[src/rtl/fpu_pkg.sv]
// fpu_pkg
//   Shared floating-point definitions for the integer-to-float converter and
//   the floating-point adder.
//   float_point_num : packed IEEE-754 single-precision word {sign, exp, mant}
//   res_state_e     : status code travelling alongside each result
//   FP_BIAS         : single-precision exponent bias
package fpu_pkg;

  localparam int FP_BIAS = 127;

  typedef struct packed {
    logic        sign;
    logic [7:0]  exp;
    logic [22:0] mant;
  } float_point_num;

  typedef enum logic [1:0] {
    RES_NONE    = 2'b00,
    RES_EXACT   = 2'b01,
    RES_INEXACT = 2'b10,
    RES_ZERO    = 2'b11
  } res_state_e;

endpackage

[src/rtl/fpu_lzc.sv]
// fpu_lzc
//   Combinational leading-zero counter, also reused by the adder's normaliser.
//   Ports:
//     value  in   W            word to examine
//     count  out  $clog2(W)+1  number of zeros above the highest set bit;
//                              equals W when value is all zeros
module fpu_lzc #(
  parameter int W = 32,
  localparam int CW = $clog2(W) + 1
) (
  input  logic [W-1:0]  value,
  output logic [CW-1:0] count
);

  // Scan upwards from bit 0 so the highest set bit is the last one to
  // overwrite the count; an all-zero word keeps the default of W.
  always_comb begin
    count = CW'(W);
    for (int i = 0; i < W; i++) begin
      if (value[i]) begin
        count = CW'(W - 1 - i);
      end
    end
  end

endmodule

[src/rtl/int_to_fp_converter.sv]
// int_to_fp_converter
//   Pipelined integer to IEEE-754 single-precision converter. Accepts one
//   conversion per cycle with no backpressure; a result appears three cycles
//   after the edge that captured its argument.
//   Ports:
//     clk        in   1                system clock
//     rst        in   1                asynchronous reset, active low
//     arg        in   INT_W            integer to convert
//     arg_vld    in   1                arg is valid this cycle
//     result     out  float_point_num  converted value, held while res_vld=0
//     res_vld    out  1                result/res_state valid this cycle
//     res_state  out  2                none / exact / inexact / zero
//   Pipeline:
//     S1  sign + magnitude
//     S2  leading-zero count and zero flag
//     S3  left-normalise, split mantissa / guard / sticky
//     out round to nearest even and format the result
module int_to_fp_converter
  import fpu_pkg::*;
#(
  parameter int INT_W  = 32,
  parameter bit SIGNED = 1'b1
) (
  input  logic             clk,
  input  logic             rst,
  input  logic [INT_W-1:0] arg,
  input  logic             arg_vld,
  output float_point_num   result,
  output logic             res_vld,
  output logic [1:0]       res_state
);

  localparam int LZW = $clog2(INT_W) + 1;
  localparam logic [7:0] EXP_TOP = 8'(FP_BIAS + INT_W - 1);

  logic             arg_neg;
  logic [INT_W-1:0] arg_abs;

  logic             s1_vld;
  logic             s1_sign;
  logic [INT_W-1:0] s1_mag;

  logic [LZW-1:0]   lzc_cnt;
  logic             s2_vld;
  logic             s2_sign;
  logic             s2_zero;
  logic [INT_W-1:0] s2_mag;
  logic [LZW-1:0]   s2_lzc;

  logic [INT_W-1:0] norm;
  logic [31:0]      norm32;
  logic             s3_vld;
  logic             s3_sign;
  logic             s3_zero;
  logic [7:0]       s3_exp;
  logic [22:0]      s3_mant;
  logic             s3_guard;
  logic             s3_sticky;

  logic             round_up;
  logic [23:0]      mant_sum;

  // Magnitude of the most negative input wraps back to 2^(INT_W-1), which is
  // the correct unsigned magnitude, so no special case is needed.
  assign arg_neg = SIGNED && arg[INT_W-1];
  assign arg_abs = arg_neg ? ((~arg) + INT_W'(1)) : arg;

  // Stage valids are the only pipeline state that needs reset; clearing them
  // discards anything in flight.
  always_ff @(posedge clk or negedge rst) begin
    if (!rst) begin
      s1_vld <= 1'b0;
      s2_vld <= 1'b0;
      s3_vld <= 1'b0;
    end else begin
      s1_vld <= arg_vld;
      s2_vld <= s1_vld;
      s3_vld <= s2_vld;
    end
  end

  // S1 payload: updates freely, bubbles carry whatever arg held.
  always_ff @(posedge clk) begin
    s1_sign <= arg_neg;
    s1_mag  <= arg_abs;
  end

  fpu_lzc #(.W(INT_W)) u_lzc (
    .value (s1_mag),
    .count (lzc_cnt)
  );

  // S2 payload: leading-zero count and zero detect of the magnitude.
  always_ff @(posedge clk) begin
    s2_sign <= s1_sign;
    s2_mag  <= s1_mag;
    s2_lzc  <= lzc_cnt;
    s2_zero <= (s1_mag == '0);
  end

  // Shift the leading one to the top, then left-align into 32 bits so the
  // mantissa, guard and sticky fields sit at fixed positions for any INT_W.
  assign norm   = s2_mag << s2_lzc;
  assign norm32 = 32'(norm) << (32 - INT_W);

  // S3 payload: bit 31 of norm32 is the implicit one and is dropped.
  always_ff @(posedge clk) begin
    s3_sign   <= s2_sign;
    s3_zero   <= s2_zero;
    s3_exp    <= EXP_TOP - 8'(s2_lzc);
    s3_mant   <= norm32[30:8];
    s3_guard  <= norm32[7];
    s3_sticky <= |norm32[6:0];
  end

  // Round to nearest, ties to even. A carry out of the mantissa leaves the
  // low 23 bits at zero and bumps the exponent by one.
  assign round_up = s3_guard & (s3_sticky | s3_mant[0]);
  assign mant_sum = {1'b0, s3_mant} + 24'(round_up);

  // Output register: result only changes on a valid conversion so it holds
  // through idle cycles, while res_state returns to none.
  always_ff @(posedge clk or negedge rst) begin
    if (!rst) begin
      res_vld   <= 1'b0;
      res_state <= RES_NONE;
      result    <= '0;
    end else begin
      res_vld <= s3_vld;
      if (s3_vld) begin
        if (s3_zero) begin
          result    <= '0;
          res_state <= RES_ZERO;
        end else begin
          result.sign <= s3_sign;
          result.exp  <= s3_exp + 8'(mant_sum[23]);
          result.mant <= mant_sum[22:0];
          res_state   <= (s3_guard | s3_sticky) ? RES_INEXACT : RES_EXACT;
        end
      end else begin
        res_state <= RES_NONE;
      end
    end
  end

endmodule

[config.mk]
export PLATFORM = sky130hd
export DESIGN_NAME = int_to_fp_converter
export DESIGN_NICKNAME = d
export VERILOG_FILES = /design/src/rtl/fpu_pkg.sv /design/src/rtl/fpu_lzc.sv /design/src/rtl/int_to_fp_converter.sv
export SDC_FILE = /design/constraint.sdc
export NUM_CORES = 1
export LEC_CHECK = 0
export CELL_PAD_IN_SITES_DETAIL_PLACEMENT = 0
export CELL_PAD_IN_SITES_GLOBAL_PLACEMENT = 1
export CORE_MARGIN = 1.5
export CORE_UTILIZATION = 45
export DETAILED_ROUTE_END_ITERATION = 6
export PLACE_DENSITY_LB_ADDON = 0.1
export SKIP_LAST_GASP = 1
export SLEW_MARGIN = 20
export SYNTH_ARGS = -nofsm -noshare
export SYNTH_HDL_FRONTEND = slang
export SYNTH_SLANG_ARGS = --single-unit
[constraint.sdc]
create_clock -name clk -period 4.2 [get_ports clk]
set_input_delay 0.63 -clock clk [delete_from_list [all_inputs] [get_ports clk]]
set_output_delay 0.63 -clock clk [all_outputs]
set_load 0.02 [all_outputs]
==> summary.md <==
| Metric | Value |
|---|---|
| P per Cell Area | `542 nW/um^2` |
| IR drop worst, VDD | `302 uV` |
| Worst-margin pin slew | `1.01 ns` |
| Switching Power | `1.29 mW` |
| Grt ovf | `0` |
| Clock root cell | `clkbuf_16` |
| Crit end category | `flip-flop` |
| Share of Yosys cell area claimed by the top area cell type | `0.317` |
| Antenna diodes | `0` |
| Post-CTS Setup Bufs | `0` |
| Antenna-violating nets left | `0` |
| Hold Crit Class | `flip-flop to flip-flop` |
| Die Ht | `126 um` |
| Placed Instances | `877` |
| Status | `completed` |
| Flop pwr share | `0.413` |
| I/O Buffers | `69` |
| Clock transition at path regs | `0.06 ns` |
| Critical path required time | `4.47 ns` |
| Synth cell count leaders | `dfxtp_1, nor2_1, nand2_1` |
| Total chip power | `4.45 mW` |
| Die area | `15800 um^2` |
| Vias in the first global route | `5131` |
| Synthesis Warnings | `0` |
| Drc violations | `0` |
| Dominant register cell in the synthesized netlist | `dfxtp_1` |
| Share of layout cells above drive strength 1 | `0.113` |
| Clk Latency, worst-skew pair | `0.42 ns` |
| Starting Density | `0.463` |
| Slew headroom | `0.323` |
| Clock Skews | `0.00659 ns` |
| Crit path arrival time | `3.12 ns` |
| Top cells by area, synth | `dfxtp_1, dfrtp_1, mux4_2` |
| Sw Share | `0.290` |
| Yosys cell types | `61` |
| Leak Pwr | `3.19 nW` |
| DRT Wirelength | `16.1 mm` |
| First-pass GRT wire length | `26.5 mm` |
| Combinational share of power | `0.228` |
| Max Transition Viols Final | `0` |
| Area grow syn2layout | `21.5%` |
| Fin crit share | `0.678` |
| Cells resized by post-CTS repair | `0` |
| Synthesized area | `6760 um^2` |
| Vias | `5212` |
| Total of max-cap violations | `0` |
| GRT Total Usage | `0.213` |
| Ports | `70` |
| TNS Setup | `0 ns` |
| Final setup viols | `0` |
| Seq/Total Area, Yosys | `0.458` |
| Top-count cell post-synth | `dfxtp_1` |
| Final nets | `753` |
| DR iter-0 viols | `326` |
| Final core utilization | `0.563` |
| H-tree depth | `4` |
| Pin count of the biggest net entering global routing | `39` |
| DR pass1 iterations | `5` |
| Clock Path Buffers | `2` |
| Clock Power Share | `0.358` |
| FMAX | `351 MHz` |
| Critical path's top delay family | `compound AO/OA/AOI/OAI gates` |
| Worst-path maximum fanout | `21` |
| Hold Vio Cnt, Final | `0` |
| Cell taking the most area after synthesis | `dfxtp_1` |
| Kind of critical path | `flip-flop to flip-flop` |
| Dpl cell area | `7580 um^2` |
| Flops & latches, synth | `145` |
| Max incr delay on CP | `0.94 ns` |
| CTS Sinks | `145` |
| Syn_nets | `692` |
| Post-Synthesis Cells | `651` |
| CTS tree | `done` |
| Final instance area | `8210 um^2` |
| WL/cell | `17.7 um` |
| Placeable Area | `14600 um^2` |
| Cell Int Power | `3.16 mW` |
| Via density | `5.73` |
| CP Launch Type | `flip-flop` |
| Final GP Congestion | `0.885` |
| Asr flop ratio synth | `0.262` |
| CP Buf/Inv Count | `1` |
| Post-synth EDFFs | `0` |
| RSZ-0062 raised after global routing | `false` |
| Worst path slowest cell | `dfxtp_1` |
| Cells along the critical path | `buf_4, mux4_2, a2111oi_0, o22a_1, nor2_1` |
| Post-synthesis area per instance | `10.4 um^2` |
| Row count | `44` |
| CTS Hold Bufs | `0` |
| Final non-filler cell total | `909` |
| Initial antenna violation count | `1` |
| Tmin final | `2.85 ns` |
| Chip width | `126 um` |
| DP HPWL | `12.2 mm` |
| Number of CTS-inserted buffers | `17` |
## placed cells by master, fill, tap and decap left out, types with 4 or more instances in the layout
| cell | n |
|---|---|
| a211oi_1 | 10 |
| a21oi_1 | 12 |
| a31oi_1 | 4 |
| and3_1 | 9 |
| buf_4 | 5 |
| bufinv_16 | 4 |
| clkbuf_16 | 17 |
| clkdlybuf4s50_1 | 69 |
| dfrtp_1 | 38 |
| dfxtp_1 | 106 |
| ha_1 | 6 |
| inv_1 | 22 |
| mux2_2 | 14 |
| mux2i_1 | 22 |
| mux4_2 | 21 |
| nand2_1 | 48 |
| nand2b_1 | 4 |
| nand3_1 | 17 |
| nand3b_1 | 4 |
| nand4_1 | 8 |
| nor2_1 | 52 |
| nor2b_1 | 4 |
| nor3_1 | 13 |
| nor4_1 | 13 |
| o211ai_1 | 5 |
| o21a_1 | 4 |
| o21ai_0 | 20 |
| o221ai_1 | 4 |
| o2bb2ai_1 | 26 |
| o31ai_1 | 16 |
| or4_1 | 6 |
| xnor2_1 | 44 |
| xor2_1 | 16 |
## metal layers
metal / vias up / GRT usage / routed length (um)
met1: 2523 / 0.287 / 7440
met5: - / 0 / 10
met2: 144 / 0.333 / 7580
met4: 2 / 0.0789 / 271
met3: 21 / 0.0526 / 791
li1: 2522 / - / -
## logic make-up after synthesis
family | after synthesis | synth area share
simple gates | 198 | 0.152
flops | 145 | 0.458
buf+inv | 56 | 0.0335
compound gates | 129 | 0.142
fa+ha+maj | 6 | 0.0111
mux | 57 | 0.126
xor+xnor | 60 | 0.0778
## stage by stage
stage	worst slack, ns	hold WS [ns]
global placement	1.45	0.312
floorplan	1.95	0.310
finish	1.35	0.324
global route	1.23	0.327
CTS	1.41	0.325
detailed placement	1.40	0.312
## power by group through the flow
stage	Sequential, mW	Combinational (mW)	Clock [mW]
after floorplan	1.87	0.592	0
after global placement	1.86	1.02	0
after detailed placement	1.87	1.02	0
after CTS	1.84	1.02	1.62
after global routing	1.87	1.10	1.69
final	1.84	1.02	1.59
## area by class of cell
type	count	area, um^2
inverters	24	90.1
multi-input cells	450	3440
clock buffers	23	478
repair buffers	74	728
well taps	184	230
clock inverters	9	153
flip-flops and latches	145	3090
fillers	1261	6380
## worst paths after layout
check                                startpoint               endpoint  slack, ns  depth (start not counted)
setup reg to reg           s2_lzc[1]$_SDFF_PP0_  s3_mant[9]$_SDFF_PP0_       1.35                          5
hold reg to reg                 s2_zero$_DFF_P_        s3_zero$_DFF_P_       0.32                          0
setup / recovery           s2_lzc[1]$_SDFF_PP0_  s3_mant[9]$_SDFF_PP0_       1.35                          5
hold / removal                  s2_zero$_DFF_P_        s3_zero$_DFF_P_       0.32                          0
min in group asynchronous                   rst       s1_vld$_DFF_PN0_       0.64                          2
max in group asynchronous                   rst  result[5]$_DFFE_PN0P_       3.23                          2
## state kept, by name, summed over array words and instances, names as in the netlist
signal,flops
s2_mag,31
s3_sign,1
result,32
res_state,2
s2_vld,1
s2_sign,1
s1_sign,1
s3_vld,1
s3_sticky,1
s3_mant,23
s1_vld,1
s2_lzc,6
s1_mag,32
s3_guard,1
res_vld,1
s3_exp,8
s2_zero,1
s3_zero,1
(Power assumes the default switching activity.)
